<file path="src/rtl/nn_pkg.sv">
`default_nettype none
// ============================================================================
// nn_pkg : shared Q4.4 constants, trainer state encoding and saturating add
// Revision: 1.0
// ============================================================================
package nn_pkg;

    localparam int FX_ONE   = 16;
    localparam int FX_SHIFT = 4;

    typedef enum logic [1:0] {
        ST_IDLE   = 2'd0,
        ST_TRAIN  = 2'd1,
        ST_UPDATE = 2'd2,
        ST_DONE   = 2'd3
    } trainer_state_t;

    // Adds d to a and clamps the result to the signed range of a width-bit word.
    function automatic longint sat_add(input longint a, input longint d, input int width);
        longint hi;
        longint lo;
        longint s;
        hi = (longint'(1) <<< (width - 1)) - longint'(1);
        lo = -(longint'(1) <<< (width - 1));
        s  = a + d;
        if (s > hi) begin
            sat_add = hi;
        end else if (s < lo) begin
            sat_add = lo;
        end else begin
            sat_add = s;
        end
    endfunction

endpackage
`default_nettype wire

</file>
<file path="src/rtl/activation_step.sv">
`default_nettype none
// ============================================================================
// activation_step : step activation, y = 1 when the signed input is >= 0
// Revision: 1.0
// ============================================================================
module activation_step #(
    parameter int WIDTH = 16
) (
    input  logic signed [WIDTH-1:0] x,
    output logic                    y
);

    localparam logic signed [WIDTH-1:0] ZERO = '0;

    assign y = (x >= ZERO);

endmodule
`default_nettype wire

</file>
<file path="src/rtl/perceptron_trainer.sv">
`default_nettype none
// ============================================================================
// perceptron_trainer : online perceptron-rule trainer for a 2-input step neuron
// Revision: 1.0
// ============================================================================
module perceptron_trainer
    import nn_pkg::*;
#(
    parameter int WIDTH      = 16,
    parameter int LR         = FX_ONE / 2,
    parameter int INIT_W1    = 0,
    parameter int INIT_W2    = 0,
    parameter int INIT_B     = 0,
    parameter int N_SAMPLES  = 4,
    parameter int MAX_EPOCHS = 32
) (
    input  logic                                 clk,
    input  logic                                 rst_n,
    input  logic                                 start,
    input  logic                                 s_valid,
    output logic                                 s_ready,
    input  logic                                 s_x1,
    input  logic                                 s_x2,
    input  logic                                 s_target,
    output logic signed [WIDTH-1:0]              w1,
    output logic signed [WIDTH-1:0]              w2,
    output logic signed [WIDTH-1:0]              b,
    output logic                                 busy,
    output logic                                 done,
    output logic                                 converged,
    output logic [7:0]                           epoch_count,
    output logic [$clog2(N_SAMPLES+1)-1:0]       err_count
);

    localparam int CNT_W = $clog2(N_SAMPLES + 1);

    localparam logic signed [WIDTH-1:0]   INIT_W1_V  = WIDTH'(INIT_W1);
    localparam logic signed [WIDTH-1:0]   INIT_W2_V  = WIDTH'(INIT_W2);
    localparam logic signed [WIDTH-1:0]   INIT_B_V   = WIDTH'(INIT_B);
    localparam logic signed [WIDTH+1:0]   ZERO_EXT   = '0;
    localparam logic [CNT_W-1:0]          LAST_IDX   = CNT_W'(N_SAMPLES - 1);
    localparam logic [7:0]                LAST_EPOCH = 8'(MAX_EPOCHS - 1);

    trainer_state_t          state;
    logic [CNT_W-1:0]        idx;
    logic                    x1_q;
    logic                    x2_q;
    logic                    tgt_q;

    logic signed [WIDTH+1:0] w1_ext;
    logic signed [WIDTH+1:0] w2_ext;
    logic signed [WIDTH+1:0] b_ext;
    logic signed [WIDTH+1:0] sum;
    logic                    y;
    logic                    err_pos;
    logic                    err_neg;
    logic                    err_any;
    longint                  delta;
    logic signed [WIDTH-1:0] w1_next;
    logic signed [WIDTH-1:0] w2_next;
    logic signed [WIDTH-1:0] b_next;
    logic [CNT_W-1:0]        err_total;

    // Two guard bits keep the three-term sum exact for any weight values.
    assign w1_ext = {{2{w1[WIDTH-1]}}, w1};
    assign w2_ext = {{2{w2[WIDTH-1]}}, w2};
    assign b_ext  = {{2{b[WIDTH-1]}}, b};
    assign sum    = (x1_q ? w1_ext : ZERO_EXT) + (x2_q ? w2_ext : ZERO_EXT) + b_ext;

    activation_step #(
        .WIDTH (WIDTH + 2)
    ) u_step (
        .x (sum),
        .y (y)
    );

    always_comb begin
        err_pos   = tgt_q & ~y;
        err_neg   = ~tgt_q & y;
        err_any   = err_pos | err_neg;
        delta     = err_pos ? longint'(LR) : -longint'(LR);
        w1_next   = w1;
        w2_next   = w2;
        b_next    = b;
        if (err_any) begin
            b_next = WIDTH'(sat_add(longint'(b), delta, WIDTH));
            if (x1_q) begin
                w1_next = WIDTH'(sat_add(longint'(w1), delta, WIDTH));
            end
            if (x2_q) begin
                w2_next = WIDTH'(sat_add(longint'(w2), delta, WIDTH));
            end
        end
        err_total = err_count + CNT_W'(err_any);
    end

    always_ff @(posedge clk or negedge rst_n) begin
        if (!rst_n) begin
            state       <= ST_IDLE;
            w1          <= INIT_W1_V;
            w2          <= INIT_W2_V;
            b           <= INIT_B_V;
            s_ready     <= 1'b0;
            busy        <= 1'b0;
            done        <= 1'b0;
            converged   <= 1'b0;
            epoch_count <= 8'd0;
            err_count   <= '0;
            idx         <= '0;
            x1_q        <= 1'b0;
            x2_q        <= 1'b0;
            tgt_q       <= 1'b0;
        end else begin
            case (state)
                ST_IDLE, ST_DONE: begin
                    if (start) begin
                        w1          <= INIT_W1_V;
                        w2          <= INIT_W2_V;
                        b           <= INIT_B_V;
                        epoch_count <= 8'd0;
                        err_count   <= '0;
                        converged   <= 1'b0;
                        idx         <= '0;
                        state       <= ST_TRAIN;
                        s_ready     <= 1'b1;
                        busy        <= 1'b1;
                        done        <= 1'b0;
                    end
                end
                ST_TRAIN: begin
                    if (s_valid && s_ready) begin
                        x1_q    <= s_x1;
                        x2_q    <= s_x2;
                        tgt_q   <= s_target;
                        state   <= ST_UPDATE;
                        s_ready <= 1'b0;
                    end
                end
                ST_UPDATE: begin
                    w1        <= w1_next;
                    w2        <= w2_next;
                    b         <= b_next;
                    err_count <= err_total;
                    if (idx == LAST_IDX) begin
                        idx         <= '0;
                        epoch_count <= epoch_count + 8'd1;
                        if (err_total == '0) begin
                            converged <= 1'b1;
                            state     <= ST_DONE;
                            busy      <= 1'b0;
                            done      <= 1'b1;
                        end else if (epoch_count == LAST_EPOCH) begin
                            state     <= ST_DONE;
                            busy      <= 1'b0;
                            done      <= 1'b1;
                        end else begin
                            err_count <= '0;
                            state     <= ST_TRAIN;
                            s_ready   <= 1'b1;
                        end
                    end else begin
                        idx     <= idx + CNT_W'(1);
                        state   <= ST_TRAIN;
                        s_ready <= 1'b1;
                    end
                end
                default: begin
                    state   <= ST_IDLE;
                    s_ready <= 1'b0;
                    busy    <= 1'b0;
                    done    <= 1'b0;
                end
            endcase
        end
    end

endmodule
`default_nettype wire
</file>
<file path="config.mk">
export PLATFORM = sky130hd
export DESIGN_NAME = perceptron_trainer
export DESIGN_NICKNAME = d
export VERILOG_FILES = /design/src/rtl/nn_pkg.sv /design/src/rtl/activation_step.sv /design/src/rtl/perceptron_trainer.sv
export SDC_FILE = /design/constraint.sdc
export NUM_CORES = 1
export LEC_CHECK = 0
export BUFFER_PORTS_ARGS = -buffer_cell sky130_fd_sc_hd__buf_2
export CORE_UTILIZATION = 32
export CTS_CLUSTER_SIZE = 8
export DETAILED_ROUTE_END_ITERATION = 10
export SLEW_MARGIN = 10
export SYNTH_ARGS = -nofsm -noshare
export SYNTH_HDL_FRONTEND = slang
export SYNTH_HIERARCHICAL = 1
export SYNTH_SLANG_ARGS = --single-unit
</file>
<file path="constraint.sdc">
create_clock -name clk -period 11.6 [get_ports clk]
set_input_delay 0.58 -clock clk [delete_from_list [all_inputs] [get_ports clk]]
set_output_delay 0.58 -clock clk [all_outputs]
set_load 0.02 [all_outputs]
</file>
==> results.sh <==
export IMPL_grt_pass1_vias=6139
export IMPL_n_antenna_cell=0
export IMPL_area_growth_pct=12.7
export IMPL_required_ns=11.87
export IMPL_fin_skew_ns=0.00485
export IMPL_ctsResizeCount=0
export IMPL_drt_pass1_iter_count=5
export IMPL_clkSinkCount=65
export IMPL_cp_max_fo=48
export IMPL_cp_start_kind="flip-flop"
export IMPL_synth_area_sq_mm=0.00740
export IMPL_ios=70
export IMPL_crit_buf_inv=7
export IMPL_wl_per_cell_um=17.1
export IMPL_period_share_pct=74.7
export IMPL_cts_tree="done"
export IMPL_setup_viol=0
export IMPL_drv_cap=0
export IMPL_hpwlAfterDp_mm=14.7
export IMPL_r2r_start="x2_q"
export IMPL_num_rows=55
export IMPL_endpoint_kind="flip-flop"
export IMPL_synth_net_count=918
export IMPL_rrSetupSlack_ns=2.94
export IMPL_clk_latency_ns=0.33
export IMPL_finalNonFillerCells=1123
export IMPL_hold_buffers=0
export IMPL_clkTransAtPathRegs_ns=0.05
export IMPL_slew_violations=0
export IMPL_path_delay_family="compound AO/OA/AOI/OAI gates"
export IMPL_critPathKind="reg -> reg"
export IMPL_finalHoldViolCount=0
export IMPL_r2r_end="w2[3]"
export IMPL_drtIter0Drc=317
export IMPL_cts_root_buf="clkbuf_16"
export IMPL_routed_wirelength_mm=19.3
export IMPL_place_congestion=0.868
export IMPL_nets=976
export IMPL_grt_pass1_wl_mm=32.4
export IMPL_dieArea_sq_mm=0.0237
export IMPL_tns_ns=0
export IMPL_drive_gt1_share_pct=12.8
export IMPL_viasPerCell=5.53
export IMPL_cts_max_level=3
export IMPL_arrival_ns=8.93
export IMPL_startpoint="x2_q"
export IMPL_ys_warn_count=6
export IMPL_status="finished, final reports clean"
export IMPL_crit_top_cell="o21ai_0"
export IMPL_utilization_pct=36.8
export IMPL_dp_cells=1107
export IMPL_antenna_found_initial=0
export IMPL_track_usage_pct=16.9
export IMPL_synth_cells=775
export IMPL_core_area_sq_mm=0.0226
export IMPL_avgSynthCellArea_sq_um=9.55
export IMPL_hold_path_class="in -> async"
export IMPL_start_util_pct=32.7
export IMPL_grt_max_degree=66
export IMPL_critPathMaxStageDelay_ns=0.74
export IMPL_max_freq_ghz=0.115
export IMPL_reg2reg_depth=32
export IMPL_post_cts_setup_buffers=0
export IMPL_cts_path_max_buffers=2
export IMPL_relSlewSlack_pct=35.2
export IMPL_die_w_um=154
export IMPL_post_route_min_period_ns=8.66
export IMPL_worst_slew_pin_slew_ns=0.971
export IMPL_io_buffers=69
export IMPL_die_h_um=154
export IMPL_cp_slowest_cell="buf_4"
export IMPL_vias=6211
export IMPL_ant_nets=0
export IMPL_grt_ovfl_total=0
export IMPL_drc=0
export IMPL_rsz0062_at_grt="false"
export IMPL_numCtsBuffers=9
-- state kept, by name, summed over array words and instances, names as in the netlist --
| signal | count |
|---|---|
| b | 14 |
| busy | 1 |
| converged | 1 |
| done | 1 |
| epoch_count | 8 |
| err_count | 3 |
| idx | 3 |
| s_ready | 1 |
| state | 2 |
| tgt_q | 1 |
| w1 | 14 |
| w2 | 14 |
| x1_q | 1 |
| x2_q | 1 |
-- how the worst max path moves through the flow --
stage,to,slack [ns],depth (start not counted)
detailed placement,w2[3],2.97,32
floorplan,b[6],1.99,30
CTS,w2[3],2.94,32
global route,w2[3],2.04,32
finish,w2[3],2.94,32
global placement,b[5],3.06,28
-- worst register-to-register path: cells and delay by family, from the launching register on --
kind,cells,cell delay [ns]
buf+inv,7,1.92
simple gates,6,1.36
fa+ha+maj,5,1.88
flops,1,0.63
compound gates,14,2.83
-- area by class of cell --
type | count | area, sq um
well taps | 285 | 357
clock buffers | 14 | 274
flip-flops and latches | 65 | 1630
clock inverters | 2 | 35.0
inverters | 26 | 100
repair buffers | 80 | 428
multi-input cells | 651 | 5520
fillers | 2302 | 14300
-- routing by layer --
layer	up-vias	global-route usage [%]	wire, um
li1	2990	-	-
met3	9	1.89	578
met2	123	27.9	9320
met4	0	3.24	141
met1	3089	23.8	9220
met5	-	0	0
-- metrics by stage --
| step | instance area [sq um] | hold slack, ns | setup slack (ns) |
|---|---|---|---|
| 6_report | 8340 | 0.444 | 2.94 |
| 5_1_grt | 8340 | 0.508 | 2.04 |
| 4_1_cts | 8340 | 0.482 | 2.94 |
| 3_5_place_dp | 8030 | 0.486 | 2.97 |
| 3_3_place_gp | 8030 | 0.485 | 3.06 |
| 2_1_floorplan | 7400 | 0.284 | 1.99 |
-- cell usage in the layout, fill, tap and decap left out, types with 8 or more instances in the layout --
cell	instances
a21o_1	17
buf_2	69
a211oi_1	8
nor4_1	12
ha_1	59
inv_1	25
nor3_1	14
o311ai_1	11
nand3_1	13
a31oi_1	13
o211ai_1	18
buf_4	11
a221o_1	11
xor2_1	22
or4_1	8
fa_1	77
and2_1	30
nor4b_1	8
nand4_1	24
dfrtp_1	65
nor2_1	31
xnor2_1	11
nand2b_1	19
nand2_1	61
o21ai_0	35
clkbuf_16	9
a21oi_1	69
Power is left out: the tool's default activity adds up to more than one toggle a clock period on the data nets, which glitch-free logic cannot reach.
